### src/rtl/mm_cdr_loop_filter_mc_if.sv
`default_nettype none
// ============================================================================
// mm_cdr_loop_filter_mc_if
// Phase-error sample stream plus 4-phase debug snapshot port of the CDR filter.
// Revision: 1.0
// ============================================================================
interface mm_cdr_loop_filter_mc_if #(
  parameter int PE_W  = 8,
  parameter int ACC_W = 15
);
  logic signed [PE_W-1:0]  pe_in;
  logic                    pe_valid;
  logic                    snap_req;
  logic                    snap_ack;
  logic [ACC_W-1:0]        snap_phase;
  logic signed [ACC_W-1:0] snap_freq;

  modport master (
    output pe_in, pe_valid, snap_req,
    input  snap_ack, snap_phase, snap_freq
  );

  modport slave (
    input  pe_in, pe_valid, snap_req,
    output snap_ack, snap_phase, snap_freq
  );
endinterface
`default_nettype wire

### src/rtl/mm_cdr_loop_filter_mc.sv
`default_nettype none
// ============================================================================
// mm_cdr_loop_filter_mc
// PI loop filter for an MM-detector CDR driving NOUT phase-interpolator lanes.
// Revision: 1.0
// ============================================================================
module mm_cdr_loop_filter_mc #(
  parameter int PE_W   = 8,
  parameter int NPI    = 9,
  parameter int NOUT   = 4,
  parameter int FRAC   = 6,
  parameter int KP_W   = 4,
  parameter int KI_W   = 4,
  parameter int LOCK_W = 10
) (
  input  logic                      clk,
  input  logic                      ext_rstb,
  mm_cdr_loop_filter_mc_if.slave    lf_if,
  input  logic [KP_W-1:0]           kp_i,
  input  logic [KI_W-1:0]           ki_i,
  input  logic                      en_freq_i,
  input  logic                      freeze_i,
  input  logic                      en_ext_i,
  input  logic [NPI-1:0]            pi_ext_i,
  input  logic [NOUT-1:0][NPI-1:0]  pi_offset_i,
  input  logic [PE_W-2:0]           lock_thresh_i,
  input  logic [LOCK_W-1:0]         lock_len_i,
  output logic [NOUT-1:0][NPI-1:0]  pi_ctl_o,
  output logic                      locked_o
);

  localparam int ACC_W = NPI + FRAC;
  localparam int SMAX  = ACC_W - PE_W;
  localparam logic [KP_W-1:0]  KP_MAX = KP_W'(SMAX);
  localparam logic [KI_W-1:0]  KI_MAX = KI_W'(SMAX);
  localparam logic [ACC_W-1:0] F_MAX  = {1'b0, {(ACC_W-1){1'b1}}};
  localparam logic [ACC_W-1:0] F_MIN  = {1'b1, {(ACC_W-1){1'b0}}};

  typedef enum logic [1:0] {
    S_IDLE    = 2'd0,
    S_CAPTURE = 2'd1,
    S_HOLD    = 2'd2
  } snap_state_e;

  logic [ACC_W-1:0]         phase_q, phase_d;
  logic [ACC_W-1:0]         freq_q, freq_d;
  logic [LOCK_W-1:0]        cnt_q, cnt_d;
  logic                     locked_q, locked_d;
  logic [NOUT-1:0][NPI-1:0] pi_ctl_q;
  logic [NPI-1:0]           pi_lane_d [NOUT];
  logic [ACC_W-1:0]         snap_phase_q, snap_phase_d;
  logic [ACC_W-1:0]         snap_freq_q, snap_freq_d;
  snap_state_e              state_q, state_d;
  logic                     snap_ack;
  logic                     capture_en;

  logic                     upd;
  logic [KP_W-1:0]          kp_c;
  logic [KI_W-1:0]          ki_c;
  logic [ACC_W-1:0]         pe_sx;
  logic [ACC_W-1:0]         p_term;
  logic [ACC_W-1:0]         i_term;
  logic [ACC_W:0]           f_sum;
  logic [ACC_W-1:0]         f_sat;
  logic [ACC_W-1:0]         phase_sum;
  logic [PE_W-1:0]          pe_neg;
  logic [PE_W-1:0]          pe_abs;
  logic                     in_bound;
  logic [LOCK_W:0]          cnt_p1;
  logic [NPI-1:0]           pi_base;

  assign upd = lf_if.pe_valid & ~freeze_i & ~en_ext_i;

  // Shift amounts are clamped so a full-scale error never leaves ACC_W bits.
  assign kp_c   = (kp_i > KP_MAX) ? KP_MAX : kp_i;
  assign ki_c   = (ki_i > KI_MAX) ? KI_MAX : ki_i;
  assign pe_sx  = {{(ACC_W-PE_W){lf_if.pe_in[PE_W-1]}}, lf_if.pe_in};
  assign p_term = pe_sx << kp_c;
  assign i_term = pe_sx << ki_c;

  // One guard bit: disagreement between the top two bits means overflow.
  assign f_sum = {freq_q[ACC_W-1], freq_q} + {i_term[ACC_W-1], i_term};
  always_comb begin
    f_sat = f_sum[ACC_W-1:0];
    if (f_sum[ACC_W] != f_sum[ACC_W-1]) begin
      f_sat = f_sum[ACC_W] ? F_MIN : F_MAX;
    end
  end

  assign phase_sum = phase_q + p_term + freq_q;

  always_comb begin
    phase_d = phase_q;
    freq_d  = freq_q;
    if (en_ext_i) begin
      phase_d = {pi_ext_i, {FRAC{1'b0}}};
      freq_d  = '0;
    end else if (upd) begin
      phase_d = phase_sum;
      freq_d  = f_sat;
    end
    if (!en_freq_i) begin
      freq_d = '0;
    end
  end

  // The most negative error magnitude wraps to 2^(PE_W-1), which exceeds any threshold.
  assign pe_neg   = {PE_W{1'b0}} - lf_if.pe_in;
  assign pe_abs   = lf_if.pe_in[PE_W-1] ? pe_neg : lf_if.pe_in;
  assign in_bound = (pe_abs <= {1'b0, lock_thresh_i});
  assign cnt_p1   = {1'b0, cnt_q} + {{LOCK_W{1'b0}}, 1'b1};

  always_comb begin
    cnt_d    = cnt_q;
    locked_d = locked_q;
    if (en_ext_i) begin
      cnt_d    = '0;
      locked_d = 1'b0;
    end else if (upd) begin
      if (in_bound) begin
        cnt_d    = cnt_p1[LOCK_W] ? cnt_q : cnt_p1[LOCK_W-1:0];
        locked_d = (cnt_p1 >= {1'b0, lock_len_i});
      end else begin
        cnt_d    = '0;
        locked_d = 1'b0;
      end
    end
    if (lock_len_i == '0) begin
      locked_d = 1'b0;
    end
  end

  assign pi_base = en_ext_i ? pi_ext_i : phase_q[ACC_W-1:FRAC];

  for (genvar k = 0; k < NOUT; k++) begin : g_lane
    assign pi_lane_d[k] = pi_base + pi_offset_i[k];
  end

  always_comb begin
    state_d    = state_q;
    snap_ack   = 1'b0;
    capture_en = 1'b0;
    case (state_q)
      S_IDLE: begin
        if (lf_if.snap_req) begin
          state_d = S_CAPTURE;
        end
      end
      S_CAPTURE: begin
        capture_en = 1'b1;
        state_d    = S_HOLD;
      end
      S_HOLD: begin
        snap_ack = 1'b1;
        if (!lf_if.snap_req) begin
          state_d = S_IDLE;
        end
      end
      default: begin
        state_d = S_IDLE;
      end
    endcase
  end

  always_comb begin
    snap_phase_d = snap_phase_q;
    snap_freq_d  = snap_freq_q;
    if (capture_en) begin
      snap_phase_d = phase_q;
      snap_freq_d  = freq_q;
    end
  end

  always_ff @(posedge clk or negedge ext_rstb) begin
    if (!ext_rstb) begin
      phase_q      <= '0;
      freq_q       <= '0;
      cnt_q        <= '0;
      locked_q     <= 1'b0;
      pi_ctl_q     <= '0;
      snap_phase_q <= '0;
      snap_freq_q  <= '0;
      state_q      <= S_IDLE;
    end else begin
      phase_q      <= phase_d;
      freq_q       <= freq_d;
      cnt_q        <= cnt_d;
      locked_q     <= locked_d;
      snap_phase_q <= snap_phase_d;
      snap_freq_q  <= snap_freq_d;
      state_q      <= state_d;
      for (int k = 0; k < NOUT; k++) begin
        pi_ctl_q[k] <= pi_lane_d[k];
      end
    end
  end

  assign pi_ctl_o         = pi_ctl_q;
  assign locked_o         = locked_q;
  assign lf_if.snap_ack   = snap_ack;
  assign lf_if.snap_phase = snap_phase_q;
  assign lf_if.snap_freq  = snap_freq_q;

endmodule
`default_nettype wire

### src/flat_wrapper.sv
// flat-port wrapper written by rule: the top's interface ports become plain ports
module mm_cdr_loop_filter_mc_flat 
#(
  parameter int PE_W   = 8,
  parameter int NPI    = 9,
  parameter int NOUT   = 4,
  parameter int FRAC   = 6,
  parameter int KP_W   = 4,
  parameter int KI_W   = 4,
  parameter int LOCK_W = 10
)
  (clk, ext_rstb, kp_i, ki_i, en_freq_i, freeze_i, en_ext_i, pi_ext_i, pi_offset_i, lock_thresh_i, lock_len_i, pi_ctl_o, locked_o, lf_if_pe_in, lf_if_pe_valid, lf_if_snap_req, lf_if_snap_ack, lf_if_snap_phase, lf_if_snap_freq);
  mm_cdr_loop_filter_mc_if #(.PE_W(PE_W), .ACC_W((NPI + FRAC))) lf_if_i ();
  input  logic clk;
  input  logic ext_rstb;
  input  logic [KP_W-1:0] kp_i;
  input  logic [KI_W-1:0] ki_i;
  input  logic en_freq_i;
  input  logic freeze_i;
  input  logic en_ext_i;
  input  logic [NPI-1:0] pi_ext_i;
  input  logic [NOUT-1:0][NPI-1:0] pi_offset_i;
  input  logic [PE_W-2:0] lock_thresh_i;
  input  logic [LOCK_W-1:0] lock_len_i;
  output logic [NOUT-1:0][NPI-1:0] pi_ctl_o;
  output logic locked_o;
  input wire logic [$bits(lf_if_i.pe_in)-1:0] lf_if_pe_in;
  input wire logic [$bits(lf_if_i.pe_valid)-1:0] lf_if_pe_valid;
  input wire logic [$bits(lf_if_i.snap_req)-1:0] lf_if_snap_req;
  output wire logic [$bits(lf_if_i.snap_ack)-1:0] lf_if_snap_ack;
  output wire logic [$bits(lf_if_i.snap_phase)-1:0] lf_if_snap_phase;
  output wire logic [$bits(lf_if_i.snap_freq)-1:0] lf_if_snap_freq;
  assign lf_if_i.pe_in = lf_if_pe_in;
  assign lf_if_i.pe_valid = lf_if_pe_valid;
  assign lf_if_i.snap_req = lf_if_snap_req;
  assign lf_if_snap_ack = lf_if_i.snap_ack;
  assign lf_if_snap_phase = lf_if_i.snap_phase;
  assign lf_if_snap_freq = lf_if_i.snap_freq;
  mm_cdr_loop_filter_mc #(.PE_W(PE_W), .NPI(NPI), .NOUT(NOUT), .FRAC(FRAC), .KP_W(KP_W), .KI_W(KI_W), .LOCK_W(LOCK_W)) u_core (.clk(clk), .ext_rstb(ext_rstb), .lf_if(lf_if_i), .kp_i(kp_i), .ki_i(ki_i), .en_freq_i(en_freq_i), .freeze_i(freeze_i), .en_ext_i(en_ext_i), .pi_ext_i(pi_ext_i), .pi_offset_i(pi_offset_i), .lock_thresh_i(lock_thresh_i), .lock_len_i(lock_len_i), .pi_ctl_o(pi_ctl_o), .locked_o(locked_o));
endmodule
### config.mk
export PLATFORM = sky130hd
export DESIGN_NAME = mm_cdr_loop_filter_mc_flat
export DESIGN_NICKNAME = d
export VERILOG_FILES = /design/src/rtl/mm_cdr_loop_filter_mc_if.sv /design/src/rtl/mm_cdr_loop_filter_mc.sv /design/src/flat_wrapper.sv
export SDC_FILE = /design/constraint.sdc
export NUM_CORES = 1
export LEC_CHECK = 0
export BUFFER_PORTS_ARGS = -buffer_cell sky130_fd_sc_hd__clkbuf_2
export CORE_MARGIN = 2
export CORE_UTILIZATION = 57
export CTS_CLUSTER_SIZE = 25
export DETAILED_ROUTE_END_ITERATION = 12
export GPL_TIMING_DRIVEN = 0
export PLACE_DENSITY_LB_ADDON = 0.1
export SYNTH_ARGS = -nofsm -noshare
export SYNTH_HDL_FRONTEND = slang
export SYNTH_SLANG_ARGS = --single-unit
### constraint.sdc
create_clock -name clk -period 3.65 [get_ports clk]
set_input_delay 0.365 -clock clk [delete_from_list [all_inputs] [get_ports clk]]
set_output_delay 0.365 -clock clk [all_outputs]
set_load 0.02 [all_outputs]
# After elaboration in Yosys (flattened, before gate mapping)
# Cells that the tools add are included.
# W data, S select, Z words.
[op_classes] n_bitwise=4 muxes=24 order_cmp=4 n_reduce_logical=6 div_mod_pow=0 shifts=2 n_eq_ne=7 addsub=9 n_mul=0
[ops] cell="$mux W15" n=7
[ops] cell="$mux W10" n=4
[ops] cell="$add A9 B9 Y9" n=4
[ops] cell="$add A15 B15 Y15" n=2
[ops] cell="$shl A15 B4 Y15" n=2
[ops] cell="$add A15 B15 Y16" n=1
[ops] cell="$add A10 B1 Y11 const B" n=1
[ops] cell="$ge A11 B10 Y1" n=1
[ops] cell="$logic_not A10 Y1" n=1
[ops] cell="$mux W9" n=1
[ops] cell="$gt A4 B3 Y1 const B" n=2
[ops] cell="$le A8 B7 Y1" n=1
[ops] cell="$mux W4" n=2
[ops] cell="$mux W8" n=1
[ops] cell="$sub A1 B8 Y8 const A" n=1
[ops] cell="$mux W1" n=6
[ops] cell="$pmux W2 S3" n=1
[ops] cell="$mux W2" n=2
[ops] cell="$ne A2 B2 Y1 const B" n=2
[ops] cell="$reduce_and A2 Y1" n=2
[ops] cell="$ne A3 B1 Y1 const B" n=1
[ops] cell="$ne A3 B3 Y1 const B" n=1
[ops] cell="$reduce_bool A3 Y1" n=1
[ops] cell="$and A1 B1 Y1" n=2
[ops] cell="6 further kinds" n=7
[totals] ram_bits=0 wordCells=67 latch_bits=0 out_inout_bits=68 memories=0 in_bits=85 romBits=0 regBits=109

# Depth between registers and ports, before layout
# Gate-level depths: netlist of the first run.
[logic_depth] ltp_word=9 ltp_mapped=17 ltp_nobuf=16

# Worst setup path before layout of the first run
# No wires, ideal clock.
[synth_path] path_type="input port to flip-flop" startpoint="input kp_i[3]" endpoint="register u_core.phase_q[14]" required_time_ns=3.525 setup_ns=0.125 path_stages=16 t_arrival_ns=3.607 path_slack_ns=-0.082 path_buffers=1 path_cell_list="nor2_1 > clkbuf_1 > mux2i_1 > mux2i_1 > a21oi_1 > fa_1 > inv_1 > ha_1 > a21oi_1 > o21ai_0 > a211o_1 > a211oi_1 > o31ai_1 > xnor2_1 > o21ai_0 > mux2_2"
[synth_via] elab_chain_len=7
[synth_lines] element="start: declaration" line="flat_wrapper.sv:16" rtl="input logic [KP_W-1:0] kp_i;"
[synth_lines] element="$gt A4 B3 Y1" line="mm_cdr_loop_filter_mc.sv:75" rtl="assign kp_c = (kp_i > KP_MAX) ? KP_MAX : kp_i;"
[synth_lines] element="$mux W4 *" line="mm_cdr_loop_filter_mc.sv:75"
[synth_lines] element="$shl A15 B4 Y15 *" line="mm_cdr_loop_filter_mc.sv:78" rtl="assign p_term = pe_sx << kp_c;"
[synth_lines] element="$add A15 B15 Y15 * (2 in a row)" line="mm_cdr_loop_filter_mc.sv:90" rtl="assign phase_sum = phase_q + p_term + freq_q;"
[synth_lines] element="$mux W15 *" line="mm_cdr_loop_filter_mc.sv:98" rtl="end else if (upd) begin"
[synth_lines] element="$mux W15 *" line="mm_cdr_loop_filter_mc.sv:95" rtl="if (en_ext_i) begin"
[synth_lines] element="end signal: assignment" line="mm_cdr_loop_filter_mc.sv:185" rtl="phase_q <= phase_d;"
[synth_lines] element="end: declaration" line="mm_cdr_loop_filter_mc.sv:45" rtl="logic [ACC_W-1:0] phase_q, phase_d;"
# Mark *: on every way between the ends. The rest lies on a longest branch, timed or not. The select of a mux whose other input is x is not followed.
# A chain may end at the register's enable or synchronous reset.

# Final worst setup path of the first run
# Same ends and word-level chain as after synthesis.

==> results of run 1 <==
## state kept, by name (all words and copies together) (netlist names)
name and count:
u_core.locked_o 1, u_core.cnt_q 10, u_core.lf_if.snap_phase 15, u_core.freq_q 15
u_core.lf_if.snap_freq 15, u_core.state_q 2, u_core.pi_ctl_o 36, u_core.phase_q 15
## power by group
group          internal [mW]  switching (mW)  total [mW]
sequential              1.43          0.0970        1.52
combinational          0.656            1.06        1.72
clock                  0.548           0.484        1.03
total                   2.63            1.64        4.27
## cells in the mapped netlist, types with 19 or more instances
cell type,number
mux2i_1,36
inv_1,90
o21ai_0,72
xnor2_1,47
ha_1,80
fa_1,20
a21oi_1,79
nor3_1,19
dfrtp_1,109
clkbuf_1,28
nor2_1,58
nand2_1,90
## final timing paths
check	startpoint	endpoint	slack [ns]	depth (start not counted)
max	kp_i[3]	u_core.phase_q[14]	0.09	17
min	ext_rstb	u_core.pi_ctl_o[4]	0.11	1
max reg2reg	u_core.freq_q[1]	u_core.phase_q[14]	0.48	12
min reg2reg	u_core.state_q[1]	u_core.state_q[0]	0.46	1
max in group asynchronous	ext_rstb	u_core.phase_q[3]	2.96	1
min in group clk	lf_if_snap_req	u_core.state_q[1]	0.24	2
## worst max-delay path: stages
cell	delay, ns
clkbuf_2	0.14
nor2_4	0.16
clkbuf_8	0.20
mux2i_1	0.26
a21oi_1	0.14
mux2i_2	0.24
fa_1	0.45
inv_1	0.07
ha_1	0.26
o21a_1	0.18
o21ai_0	0.08
a21oi_1	0.27
o22ai_2	0.15
o31ai_1	0.30
xnor2_1	0.16
o21ai_0	0.09
mux2_2	0.28
## stage by stage
stage | instances | area [um^2] | utilization [%] | setup WS (ns)
2_1_floorplan | 947 | 8460 | - | 0.0524
3_3_place_gp | 1281 | 9450 | 65.0 | -0.555
3_5_place_dp | 1281 | 9450 | 65.0 | -0.593
4_1_cts | 1297 | 9790 | 67.4 | 0.00228
5_1_grt | 1297 | 9860 | 67.9 | -0.0743
6_report | 1297 | 9860 | 67.9 | 0.0912
## per-layer routing
metal	up-vias	GRT usage, %
met3	38	3.10
met4	0	9.76
met1	3367	34.1
met5	-	0
met2	221	44.9
li1	3610	-
## final cells by class
class                      count  area (um^2)  share of cell area, %
buffer                        37          181                   1.84
tap                          184          230                   2.33
inverter                      90          338                   3.43
sequential                   109         2730                   27.7
multi-input combinational    710         5300                   53.8
clock buffer                   9          225                   2.28
timing repair buffer         151          767                   7.78
clock inverter                 7         90.1                  0.913
## cell families (layout without fill, tap and decap cells)
family,Yosys count,count (layout)
DFF,109,109
and+or+nand+nor,236,236
xor gates and xnor gates,61,61
AOI/OAI and AO/OA,251,251
buffers and inverters,128,294
adders and majority gates,110,110
muxes,52,52
## placed cells by master (no fill, tap or decap), types with 5 or more instances in the layout
master | netlist | routed
nand3_1 | 10 | 10
and3_1 | 7 | 7
xnor2_1 | 47 | 47
ha_1 | 80 | 80
o21ai_0 | 72 | 70
a21oi_1 | 79 | 76
clkbuf_2 | 0 | 151
clkbuf_1 | 28 | 24
o21ai_1 | 4 | 5
xor2_1 | 14 | 14
or3_1 | 5 | 5
nor2b_1 | 9 | 8
a21o_1 | 17 | 17
a21boi_0 | 6 | 6
maj3_1 | 10 | 10
nand2b_1 | 12 | 12
clkbuf_16 | 0 | 9
nand2_1 | 90 | 90
nor3_1 | 19 | 19
dfrtp_1 | 109 | 109
mux2i_1 | 36 | 32
o31ai_1 | 12 | 12
a211oi_1 | 12 | 10
mux2_2 | 16 | 16
o21bai_1 | 8 | 8
nand3b_1 | 6 | 6
nor2_1 | 58 | 57
fa_1 | 20 | 19
inv_1 | 90 | 90
## repair_timing
| item | 4_1_cts | 5_1_grt |
|---|---|---|
| setup buffers | 0 | 1 |
| hold buffers | 0 | 0 |
| gates resized for setup | 6 | 23 |
| endpoints found under the setup margin | 4 | 24 |
| gates cloned | 0 | 0 |
| pin swaps | 0 | 6 |
==> impl_results.md, run 1 <==
* Final net count at 1293
* Number of synthesized flops with an enable pin at 0
* Routed WL at 20900 um
* Min Tclk post-route at 3.56 ns
* Leakage at 5.00 nW
* Synth Flop Type: dfrtp_1
* Max Used Layer: met4
* DRT Pass-1 Iters at 5
* Initial DRC Count at 453
* Worst-path clk slew at 0.08 ns
* PortBufs at 150
* Initial Util at 58.2%
* CTS tree: done
* Overall power at 4.27 mW
* Power density cells at 433 nW/um^2
* Sink Count at 109
* Crit-path max FO at 10
* Cell Rows at 44
* #FFs+latches synth at 109
* Area share of the largest cell type after synthesis at 32.2%
* Core area at 14500 um^2
* Avg Inst Size Synth at 8.94 um^2
* CTS root buf: clkbuf_16
* Setup TNS at 0 ns
* Routed vias at 7236
* Largest family of logic cells by synthesized area: compound AO/OA/AOI/OAI gates
* GP Congestion at 0.894
* Area leader, netlist: dfrtp_1
* Routed vias/inst at 5.58
* Pin count of the biggest net entering global routing at 110
* Worst EP required at 3.89 ns
* Peak VDD IR at 0.277 mV
* Crit start category: input pin
* First-pass GRT wire length at 33200 um
* Max Slew Vio Count at 0
* Worst clock skew at 0.00961 ns
* Slew headroom at 43.3%
* Antenna violations before repair at 0
* Clock Tree Buf Depth at 2
* Crit end category: flop
* Final hold vios at 0
* Area share of and/or/nand/nor cells after synthesis at 13.0%
* Fill cells at 1263
* RSZ-0062 raised after global routing: true
* DRT antenna net count at 0
* DR WL met3 at 1020 um
* Compound-Gate Fraction of Synth Area at 18.4%
* Netlist Area Pre-Place at 8460 um^2
* Hold Path Class: in2async
* ANT cells at 0
* Die area at 15800 um^2
* Min Hold Slack at 0.113 ns
* Yosys warnings at 0
* Yosys cell types at 64
* Period utilization at 97.5%
* MaxCap Viol Count at 0
* Synth Instances at 947
* I/O pins at 153
* Inserted Clock Buffers at 9
* Arrival time at the worst endpoint at 3.80 ns
* Synth Area in XOR/XNOR at 6.31%
* Vias in the first global route at 6777
* Wire per inst at 16.1 um
* Post-synthesis adder-cell area fraction at 17.7%
* Routed met1 length at 9090 um
* Share of post-route cells with drive strength above 1 at 20.4%
* Htree depth at 3
* Slew @ Worst Pin at 0.850 ns
* Final Setup Violations at 0
* Die Span Y at 126 um
* Chip Width at 126 um
* Net Count, Synth at 1132
* Area growth, synth to finish at 16.5%
* Setup CP Type: in2reg
* DR WL met2 at 10200 um
* Grt ovf at 0
* Mux share of post-synthesis cell area at 6.39%
* DRC Markers at 0
* Status: completed
* Ys async rst share at 100%
* Sequential share of the synthesized area at 32.2%
* Clk Latency, worst-skew pair at 0.36 ns
* Tot GR Track Use at 26.1%
* Largest cells by area after synthesis: dfrtp_1, ha_1, xnor2_1
* Achievable frequency at 0.281 GHz
* Post-DP HPWL at 16500 um
Power figures use the tool's default switching activity.
==> inputs of run 2 (changes only) <==
--- a/config.mk
+++ b/config.mk
@@ -7,7 +7,8 @@
 export LEC_CHECK = 0
 export BUFFER_PORTS_ARGS = -buffer_cell sky130_fd_sc_hd__clkbuf_2
 export CORE_MARGIN = 2
-export CORE_UTILIZATION = 57
+export CORE_UTILIZATION = 59
+export CTS_BUF_LIST = sky130_fd_sc_hd__clkbuf_8
 export CTS_CLUSTER_SIZE = 25
 export DETAILED_ROUTE_END_ITERATION = 12
 export GPL_TIMING_DRIVEN = 0
==> impl_results.md, run 2 (synthesis gave the netlist of run 1 again) <==
* Cells along the critical path: clkbuf_2, nor2_4, mux2i_2, nor2_1, a31oi_1, nor2_1, fa_1, inv_1, fa_1, nor2b_1, o21ai_0, a21oi_1, o21ai_0, a211oi_2, a31oi_1, mux2i_1, o311ai_0
* Leakage at 4.94 nW
* CP top delay family: compound AO/OA/AOI/OAI gates
* Worst-path clk slew at 0.11 ns
* Routed vias at 7196
* Power density cells at 417 nW/um^2
* Final Setup Violations at 0
* Grt ovf at 0
* Antenna violations before repair at 0
* Min Hold Slack at 0.0619 ns
* Peak VDD IR at 0.200 mV
* DRC Markers at 0
* Crit-path max cell delay at 0.53 ns
* Commonest cells after routing, fill and taps aside: clkbuf_2, dfrtp_1, inv_1, nand2_1, ha_1
* Final net count at 1293
* DRT antenna net count at 0
* Clk Latency, worst-skew pair at 0.39 ns
* Initial DRC Count at 475
* Cell Rows at 43
* Setup slack after layout at 0.0935 ns
* Share of post-route cells with drive strength above 1 at 20.1%
* Sink Count at 109
* Max Slew Vio Count at 0
* PortBufs at 150
* R2R Path Start: u_core.freq_q[1]
* Clock Tree Buf Depth at 2
* Crit-path max FO at 5
* Overall power at 4.06 mW
* Htree depth at 3
* Cts hold-fix bufs at 0
* Core area at 13900 um^2
* CTS tree: done
* DRT Pass-1 Iters at 5
* Chip Width at 124 um
* Routed vias/inst at 5.57
* Vias in the first global route at 6819
* Area growth, synth to finish at 15.2%
* Routed WL at 21200 um
* Worst clock skew at 0.0115 ns
* MaxCap Viol Count at 0
* Fill cells at 1158
* Post-Place Setup Slack at -0.626 ns
* Worst EP required at 3.92 ns
* Slew @ Worst Pin at 0.845 ns
* Worst setup startpoint: kp_i[3]
* Setup CP Type: in2reg
* Inserted Clock Buffers at 9
* Die Span Y at 124 um
* Period utilization at 97.4%
* CTS root buf: clkbuf_8
* Achievable frequency at 0.281 GHz
* Slowest CP cell: fa_1
* ANT cells at 0
* Wire per inst at 16.4 um
* Post-DP HPWL at 16800 um
* Final core occ at 70.0%
* Slew headroom at 43.7%
* Largest register FFs at 36
* Final hold vios at 0
* I/O pins at 153
* First-pass GRT wire length at 33600 um
* Crit end category: flop
* Initial Util at 60.7%
* Status: completed
* Arrival time at the worst endpoint at 3.82 ns
* Crit start category: input pin
* Die area at 15300 um^2
* Pin count of the biggest net entering global routing at 110
* Tot GR Track Use at 28.6%
* GP Congestion at 0.900
* Min Tclk post-route at 3.56 ns
* Hold Path Class: in2async
* Most common cell after layout, fill and taps aside: clkbuf_2
* Worst Path Buf+Inv at 2
[run 2: layout make-up]
class	instances	area, um^2	area share (%)
timing repair buffer	151	767	7.87
buffer	37	179	1.83
sequential	109	2730	28.0
clock buffer	10	138	1.41
multi-input combinational	710	5300	54.3
inverter	90	338	3.46
clock inverter	6	80.1	0.821
tap	180	225	2.31
[run 2: worst reg2reg max path: cells and delay by family (launching register included)]
family | cells | cell delay, ns
muxes | 1 | 0.20
DFF | 1 | 0.44
and+or+nand+nor | 1 | 0.12
adders and majority gates | 3 | 1.08
buffers and inverters | 3 | 0.27
AOI/OAI and AO/OA | 6 | 1.10
[run 2: through the flow]
step           TNS [ns]  instances  area [um^2]
2_1_floorplan         0        947         8460
3_3_place_gp      -6.02       1277         9440
3_5_place_dp      -7.40       1277         9450
4_1_cts               0       1293         9690
5_1_grt         -0.0461       1293         9750
6_report              0       1293         9750
[run 2: timing repair]
item | in CTS | in global routing
buffers inserted | 0 | 1
endpoints found under the hold margin | 0 | 0
endpoints found under the setup margin | 3 | 20
pin swaps | 0 | 4
resized for setup | 5 | 18
[run 2: where the power goes]
| part | switching (mW) | internal [mW] |
|---|---|---|
| Sequential | 0.101 | 1.42 |
| Combinational | 1.08 | 0.660 |
| Clock | 0.454 | 0.348 |
[run 2: path summary, 6_finish.rpt]
kind                       slack [ns]                         end  cells after the start
max                              0.09          u_core.phase_q[11]                     17
min                              0.06         u_core.pi_ctl_o[31]                      1
max reg2reg                      0.32          u_core.phase_q[11]                     14
min reg2reg                      0.45           u_core.state_q[0]                      1
max in group asynchronous        2.99  u_core.lf_if.snap_phase[3]                      1
min in group clk                 0.19         u_core.pi_ctl_o[27]                      2
[run 2: layer usage]
layer | GRT usage (%) | up-vias | routed length, um | part of all wire [%]
met1 | 36.7 | 3326 | 9070 | 43
met4 | 12.4 | 0 | 705 | 3.3
li1 | - | 3601 | - | -
met2 | 48.0 | 222 | 10200 | 48
met3 | 4.12 | 47 | 1190 | 5.6
met5 | 0 | - | 0 | 0
==> inputs of run 3 (changes only) <==
--- a/config.mk
+++ b/config.mk
@@ -6,7 +6,7 @@
 export NUM_CORES = 1
 export LEC_CHECK = 0
 export BUFFER_PORTS_ARGS = -buffer_cell sky130_fd_sc_hd__clkbuf_2
-export CORE_MARGIN = 2
+export CORE_MARGIN = 10
 export CORE_UTILIZATION = 59
 export CTS_BUF_LIST = sky130_fd_sc_hd__clkbuf_8
 export CTS_CLUSTER_SIZE = 25
==> impl_results.md, run 3 (synthesis gave the netlist of run 1 again) <==
* Status: completed
* GP Congestion at 0.883
* Htree depth at 3
* Wire per inst at 17.1 um
* Commonest cells after routing, fill and taps aside: clkbuf_2, dfrtp_1, inv_1
* CTS root buf: clkbuf_8
* Routed vias/inst at 5.58
* Switch Pwr at 1.61 mW
* Slew @ Worst Pin at 0.849 ns
* Cell Rows at 43
* Period utilization at 94.2%
* Cts hold-fix bufs at 0
* Worst setup startpoint: kp_i[3]
* Final core occ at 69.4%
* Final Setup Violations at 0
* Max Slew Vio Count at 0
* Leakage at 4.94 nW
* First-pass GRT wire length at 36200 um
* Int Power at 2.39 mW
* Design area at 9710 um^2
* Sequential power share at 38.2%
* Min Tclk post-route at 3.44 ns
* Chip Width at 140 um
* Share of post-route cells with drive strength above 1 at 19.6%
* Crit-path max FO at 10
* Area growth, synth to finish at 14.7%
* Placed instance area at 9450 um^2
* Power density cells at 412 nW/um^2
* Combinational power share at 43.2%
* Worst clock skew at 0.0171 ns
* Routed vias at 7221
* Inserted Clock Buffers at 9
* Tot GR Track Use at 22.3%
* Core area at 14000 um^2
* DRT antenna net count at 0
* ANT cells at 0
* Non-Filler Instances at 1294
* DRT Pass-1 Iters at 5
* Vias in the first global route at 7152
* Hold Path Class: in2async
* Die Span Y at 140 um
* Slew headroom at 42.8%
* R2R Path Start: u_core.phase_q[6]
* Min Hold Slack at 0.0690 ns
* Arrival time at the worst endpoint at 3.73 ns
* Clock Tree Buf Depth at 2
* Worst EP required at 3.94 ns
* Initial Util at 60.5%
* Clock network power share at 18.6%
* Worst-path clk slew at 0.11 ns
* Crit end category: flop
* Setup CP Type: in2reg
* I/O pins at 153
* RSZ-0062 raised after global routing: true
* FF-to-FF setup slack at 0.51 ns
* Most common cell after layout, fill and taps aside: clkbuf_2
* Antenna violations before repair at 0
* DRC Markers at 0
* Final net count at 1294
* Pin count of the biggest net entering global routing at 110
* Initial DRC Count at 540
* Peak VDD IR at 0.191 mV
* Sink Count at 109
* Switch share at 40.3%
* Grt ovf at 0
* Crit start category: input pin
* MaxCap Viol Count at 0
* Largest register FFs at 36
* Post-Place Setup Slack at -0.521 ns
* CTS tree: done
* Dpl cells at 1277
* Clk Latency, worst-skew pair at 0.39 ns
* Achievable frequency at 0.291 GHz
* Die area at 19500 um^2
* Post-DP HPWL at 17700 um
* Setup slack after layout at 0.211 ns
* Routed WL at 22100 um
* R2R depth at 13
* Final hold vios at 0
* PortBufs at 150
-- run 3: changes by cell type in the layout (fill, tap and decap cells not counted), sizes merged --
cell      previous run  this run
clkinv               2         1
clkbuf             188       185
inv                 92        93
clkinvlp             1         2
buf                 10        13
-- run 3: layer usage --
| metal | share of wire [%] | global-route usage, % | up-vias |
|---|---|---|---|
| li1 | - | - | 3601 |
| met3 | 5.4 | 3.71 | 27 |
| met2 | 48 | 37.8 | 202 |
| met5 | 0 | 0 | - |
| met4 | 2.1 | 7.66 | 0 |
| met1 | 45 | 28.2 | 3391 |
-- run 3: power by group through the flow --
stage	clock (mW)	sequential, mW	combinational (mW)
after floorplan	0	1.78	0.922
after global placement	0	1.55	1.68
after detailed placement	0	1.55	1.72
after CTS	0.749	1.53	1.73
after global routing	0.790	1.55	1.91
final	0.743	1.53	1.73
-- run 3: worst max-delay path: stages --
cell and delay, ns:
clkbuf_2 0.13, nor2_4 0.16, buf_6 0.17, mux2i_1 0.24, mux2i_1 0.15, a21oi_2 0.23
fa_1 0.44, inv_1 0.06, ha_1 0.27, a21oi_1 0.20, o21ai_0 0.12, a211o_1 0.36
a211oi_2 0.19, o31ai_1 0.12, xnor2_1 0.15, o21ai_0 0.09, mux2_2 0.27
-- run 3: what timing repair did --
action	4_1_cts	5_1_grt
gates resized for setup	3	17
setup endpoints to repair	3	23
pin swaps	0	2
buffers inserted	0	3
-- run 3: cell type report --
class | instances | area, um^2
sequential | 109 | 2730
multi-input combinational | 710 | 5270
tap | 180 | 225
buffer | 36 | 174
clock buffer | 9 | 124
timing repair buffer | 153 | 782
inverter | 90 | 338
clock inverter | 7 | 66.3
fill | 1204 | 4280
-- run 3: path summary, 6_finish.rpt --
check / endpoint
setup / recovery: u_core.phase_q[14]
hold / removal: u_core.pi_ctl_o[20]
setup reg to reg: u_core.pi_ctl_o[26]
hold reg to reg: u_core.state_q[0]
max in group asynchronous: u_core.freq_q[14]
min in group clk: u_core.pi_ctl_o[9]
-- run 3: stage by stage --
step                      TNS [ns]  power (mW)
after floorplan                  0        2.70
after global placement       -6.81        3.23
after detailed placement     -7.46        3.27
after CTS                        0        4.01
after global routing       -0.0728        4.26
final                            0        4.00
